### config.mk
export PLATFORM = sky130hd
export DESIGN_NAME = key_schedule_ctrl
export DESIGN_NICKNAME = d
export VERILOG_FILES = /design/src/rtl/aes_pkg.sv /design/src/rtl/key_schedule_ctrl_rcon_gen.sv /design/src/rtl/key_schedule_ctrl.sv
export SDC_FILE = /design/constraint.sdc
export NUM_CORES = 2
export LEC_CHECK = 0
export ABC_AREA = 1
export CAP_MARGIN = 20
export CORE_MARGIN = 2
export CORE_UTILIZATION = 30
export DETAILED_ROUTE_END_ITERATION = 10
export PLACE_DENSITY = 0.57
export SLEW_MARGIN = 25
export SYNTH_ARGS = -nofsm -noshare
export SYNTH_HDL_FRONTEND = slang
export SYNTH_SLANG_ARGS = --single-unit
export TNS_END_PERCENT = 20
### constraint.sdc
create_clock -name clk -period 8.6 [get_ports clk]
set_input_delay 1.72 -clock clk [delete_from_list [all_inputs] [get_ports clk]]
set_output_delay 1.72 -clock clk [all_outputs]
set_load 0.05 [all_outputs]
### src/rtl/aes_pkg.sv
// Shared AES-128 key-schedule constants, controller state encoding and the
// GF(2^8) doubling helper used to step the round constant.
package aes_pkg;

  localparam int NUM_ROUNDS = 10;
  localparam int KEY_W      = 128;
  localparam int WORD_W     = 32;

  localparam logic [7:0] RC_FIRST = 8'h01;

  typedef enum logic [2:0] {
    ST_IDLE,
    ST_LOAD,
    ST_EXPAND,
    ST_CAPTURE,
    ST_DONE
  } state_t;

  // Multiply by x in GF(2^8) modulo the AES polynomial x^8+x^4+x^3+x+1.
  function automatic logic [7:0] xtime(input logic [7:0] b);
    return {b[6:0], 1'b0} ^ (b[7] ? 8'h1b : 8'h00);
  endfunction

endpackage

### src/rtl/key_schedule_ctrl_rcon_gen.sv
// Round-constant generator: init seeds 01, each step doubles it in GF(2^8).
module rcon_gen
  import aes_pkg::*;
(
  input  logic       clk,
  input  logic       rst,
  input  logic       init,
  input  logic       step,
  output logic [7:0] rc
);

  always_ff @(posedge clk) begin
    if (rst) begin
      rc <= RC_FIRST;
    end else if (init) begin
      rc <= RC_FIRST;
    end else if (step) begin
      rc <= xtime(rc);
    end
  end

endmodule

### src/rtl/key_schedule_ctrl.sv
// Sequences an external AES-128 key-expansion stage and captures the eleven
// round keys into a buffer with a registered, one-cycle-latency read port.
module key_schedule_ctrl
  import aes_pkg::*;
(
  input  logic              clk,
  input  logic              rst,
  input  logic              start,
  input  logic [KEY_W-1:0]  key_in,
  output logic              ke_load_enable,
  output logic [KEY_W-1:0]  ke_key_in,
  output logic [WORD_W-1:0] ke_rcon,
  input  logic [KEY_W-1:0]  ke_key_out,
  input  logic [3:0]        rk_rd_addr,
  output logic [KEY_W-1:0]  rk_rd_data,
  output logic              busy,
  output logic              done,
  output logic              rk_valid
);

  localparam logic [3:0] LAST_ROUND = 4'(NUM_ROUNDS);

  state_t            state;
  logic [3:0]        r;
  logic [7:0]        rc;
  logic              rc_init;
  logic              rc_step;
  logic [WORD_W-1:0] rc_word;
  logic              wr_en;
  logic [3:0]        wr_idx;
  logic [KEY_W-1:0]  rk_buf [0:NUM_ROUNDS];

  // rc runs one round ahead of ke_rcon so the registered output sees rc(r) on entry to round r.
  assign rc_init = (state == ST_IDLE) && start;
  assign rc_step = (state == ST_LOAD) || ((state == ST_EXPAND) && (r != LAST_ROUND));
  assign rc_word = {rc, {(WORD_W-8){1'b0}}};

  rcon_gen u_rcon_gen (
    .clk  (clk),
    .rst  (rst),
    .init (rc_init),
    .step (rc_step),
    .rc   (rc)
  );

  always_ff @(posedge clk) begin
    if (rst) begin
      state          <= ST_IDLE;
      r              <= '0;
      busy           <= 1'b0;
      done           <= 1'b0;
      rk_valid       <= 1'b0;
      ke_load_enable <= 1'b0;
      ke_rcon        <= '0;
      ke_key_in      <= '0;
    end else begin
      case (state)
        ST_IDLE: begin
          done <= 1'b0;
          if (start) begin
            ke_key_in      <= key_in;
            rk_valid       <= 1'b0;
            busy           <= 1'b1;
            ke_load_enable <= 1'b1;
            ke_rcon        <= '0;
            state          <= ST_LOAD;
          end
        end
        ST_LOAD: begin
          ke_load_enable <= 1'b0;
          ke_rcon        <= rc_word;
          r              <= 4'd1;
          state          <= ST_EXPAND;
        end
        ST_EXPAND: begin
          if (r == LAST_ROUND) begin
            ke_rcon <= '0;
            state   <= ST_CAPTURE;
          end else begin
            ke_rcon <= rc_word;
            r       <= r + 4'd1;
          end
        end
        ST_CAPTURE: begin
          busy     <= 1'b0;
          done     <= 1'b1;
          rk_valid <= 1'b1;
          r        <= '0;
          state    <= ST_DONE;
        end
        ST_DONE: begin
          done  <= 1'b0;
          state <= ST_IDLE;
        end
        default: begin
          busy           <= 1'b0;
          done           <= 1'b0;
          ke_load_enable <= 1'b0;
          ke_rcon        <= '0;
          r              <= '0;
          state          <= ST_IDLE;
        end
      endcase
    end
  end

  always_comb begin
    wr_en  = 1'b0;
    wr_idx = '0;
    if (state == ST_EXPAND) begin
      wr_en  = 1'b1;
      wr_idx = r - 4'd1;
    end else if (state == ST_CAPTURE) begin
      wr_en  = 1'b1;
      wr_idx = LAST_ROUND;
    end
  end

  // Buffer storage deliberately has no reset; rk_valid qualifies its contents.
  always_ff @(posedge clk) begin
    if (wr_en) begin
      rk_buf[wr_idx] <= ke_key_out;
    end
  end

  always_ff @(posedge clk) begin
    if (rst) begin
      rk_rd_data <= '0;
    end else if (rk_rd_addr <= LAST_ROUND) begin
      rk_rd_data <= rk_buf[rk_rd_addr];
    end else begin
      rk_rd_data <= '0;
    end
  end

endmodule
==> results.cfg <==
[cts]
cts_tree = yes
clkLatencyLatePin_ns = 0.84
cts.sinks = 1691
post_cts_buffers = 0
cts_root_buf = clkbuf_16
clk_path_buf_depth = 3
cts_resized = 0
cts_hold_buf = 0
numCtsBuffers = 184
h-tree-depth = 4
clkTransAtPathRegs_ns = 0.06

[power_and_ir_drop]
p_sw_share_pct = 24.40
seqPwrFrac_pct = 48.8
switching_power_mw = 4.573
power.density_mw_per_mm2 = 230.4
clkPwrFrac_pct = 42.5
total_power_mw = 18.74
p_leak_nw = 31.44
comb_power_share_pct = 8.7
peakVddDrop_v = 0.0001722
p_int_mw = 14.17

[setup_path]
critPathKind = reg -> out
cp.arrival_ns = 2.24
crit_buf_inv = 1
cp.required_ns = 6.88
crit_slowest_cell = clkdlybuf4s50_1
r2r_start = state[2]
reg2reg_slack_ns = 4.83
cp-start-kind = flop
reg2reg_depth = 9
crit_path_start = rk_rd_data[67]
cp-end-kind = output port
path_delay_family = buffers and inverters
crit_chain = clkdlybuf4s50_1
cp_slowest_stage_delay_ns = 0.97
r2r_end = rk_buf[9][123]
critPathMaxFanout = 1

[sta]
slew_viol_final = 0
slew_headroom_pct = 30.81
worstMarginPinSlew_ns = 1.038
setup_viol = 0
fin_skew_ns = 0.05383
fin_crit_sh_pct = 46.01
rsz0062_at_grt = no
fin_tns_setup_ns = 0
fin_crit_ns = 3.957
hold_viol = 0
fmax_mhz = 252.7

[worst_hold_path]
min-delay-start = ke_key_in[13]
hp-class = reg -> reg
hold_depth = 2
min_to = ke_key_in[13]

[global_routing]
grt_pass1_vias = 42370
grt_pass1_wl_um = 283600
grt_antenna_before_repair = 38
track_usage_pct = 16.62
grt_max_degree = 208
gr-total-overflow = 0

[yosys]
synthCells = 6064
ys_types = 22
post_synth_instance_area_sq_mm = 0.06688
yosys-top-cells-area = edfxtp_1 (63%), nand2_1 (9.0%), dfxtp_1 (8.5%), nand3_1 (6.8%), inv_1 (5.2%)
synth_top_area_share_pct = 63.22
synth.largest_area_cell = edfxtp_1
ys_seq_elements = 1691
synth-warning-count = 0
seq_area_frac_synth_pct = 71.69
avgSynthCellArea_sq_um = 11.03

[detailed_routing]
totalWireLength_um = 193900
drt_iter0_drc = 3352
route.detailed.drc = 0
met1Wirelength_um = 83200
wl_met2_um = 92630
highest_layer = met5
dr_total_vias = 44330
dr_wl_met3_um = 13170
wl_per_cell_um = 20.11
vias_per_cell = 4.598
ant_nets = 0
dr.pass1.iters = 6

[floorplanning]
die_h_um = 476.2
initial_core_util_pct = 30.14
dieArea_sq_mm = 0.2267
io_pins = 555
num_rows = 173
die_x_um = 476.2
coreArea_sq_mm = 0.2219

[layout]
fillers = 21450
nets = 6766
final-seq-area_sq_mm = 0.04795
layout-drive-gt1-share_pct = 5.450
multi_input_area_sq_mm = 0.01393
syn_to_final_growth_pct = 21.60
utilization_pct = 36.66

[place]
place.gp.congestion = 0.8659
port_buffers = 530
hpwlAfterDp_um = 100500

[outcome]
outcome = completed

[job]
drv_cap = 0
## registers in the layout, indices dropped and copies added (netlist names)
| name | flops |
|---|---|
| done | 1 |
| rk_rd_data | 128 |
| state | 3 |
| busy | 1 |
| rk_valid | 1 |
| ke_key_in | 128 |
| r | 4 |
| u_rcon_gen.rc | 8 |
| ke_load_enable | 1 |
| rk_buf | 1408 |
| ke_rcon | 8 |
## kinds of logic after synthesis
group                      share of synthesized area (%)
AOI/OAI and AO/OA                                  4.452
adders and majority gates                        0.05613
DFF                                                71.69
and+or+nand+nor                                    15.97
xor gates and xnor gates                         0.06547
buffers and inverters                              7.762
other                                           0.005607
## synthesized netlist by cell type
cell type	number
inv_1	926
clkbuf_1	120
nand2_1	1607
nor3_1	2
edfxtp_1	1408
xor2_1	5
o211ai_1	128
nand4_1	3
inv_2	2
o21ai_0	130
a21oi_1	272
o21ai_1	1
buf_1	35
nand3_1	905
dfxtp_1	283
conb_1	1
buf_2	183
buf_4	28
ha_1	3
nand3_2	1
nor2_2	1
nor2_1	20
## layout by cell type, fill, tap and decap left out, drive strengths merged
| cell | instances |
|---|---|
| dfxtp | 283 |
| nand4 | 3 |
| edfxtp | 1408 |
| conb | 24 |
| nor3 | 2 |
| buf | 67 |
| clkbuf | 264 |
| nor2 | 21 |
| clkinvlp | 5 |
| inv | 936 |
| clkdlybuf4s50 | 526 |
| a21oi | 272 |
| ha | 3 |
| nand3 | 906 |
| nand2 | 1607 |
| xor2 | 5 |
| o21ai | 131 |
| bufinv | 13 |
| clkinv | 57 |
| diode | 5 |
| o211ai | 128 |
## area by class of cell
type / count / share of cell area, %
sequential: 1691 / 58.95
multi-input combinational: 3102 / 17.13
timing repair buffer: 593 / 7.411
clock buffer: 264 / 6.395
tap: 2975 / 4.577
inverter: 928 / 4.315
clock inverter: 83 / 1.205
antenna: 5 / 0.01538
## per-layer routing
metal	vias up	global-route usage (%)
met2	1389	27.51
li1	20990	-
met5	-	0
met3	320	3.915
met4	42	4.983
met1	21590	21.54
## worst max-delay path by stage
stage / to / slack [ns] / depth (start not counted)
final: rk_rd_data[67] / 4.64 / 1
after global routing: rk_rd_data[67] / 4.54 / 1
after CTS: rk_rd_data[64] / 4.50 / 1
after detailed placement: rk_rd_data[84] / 3.90 / 8
after global placement: rk_rd_data[79] / 3.89 / 8
after floorplan: rk_buf[6][0] / 1.54 / 9
## tightest hold or removal path: cells and delay by family (launching register included)
| kind | cells | cell delay, ns |
|---|---|---|
| AO/OA/AOI/OAI | 1 | 0.05 |
| buffers and inverters | 1 | 0.04 |
| flip-flops | 1 | 0.30 |
## per-stage QoR
stage | std cells | setup WS, ns | area (sq um) | hold slack, ns
floorplan | 6087 | 1.542 | 66970 | 0.4410
global placement | 9288 | 3.894 | 75110 | 0.4314
detailed placement | 9288 | 3.904 | 75110 | 0.4357
CTS | 9635 | 4.497 | 81290 | 0.4445
global route | 9640 | 4.540 | 81330 | 0.4555
finish | 9641 | 4.643 | 81330 | 0.4412
## power by group through the flow
stage | Combinational, mW | Sequential, mW | Clock (mW)
after floorplan | 0.619 | 9.64 | 0
after global placement | 1.63 | 9.31 | 0
after detailed placement | 1.64 | 9.31 | 0
after CTS | 1.65 | 9.14 | 8.18
after global routing | 1.76 | 9.15 | 8.49
final | 1.63 | 9.14 | 7.97
No activity file was read; power rests on OpenSTA's default activity.
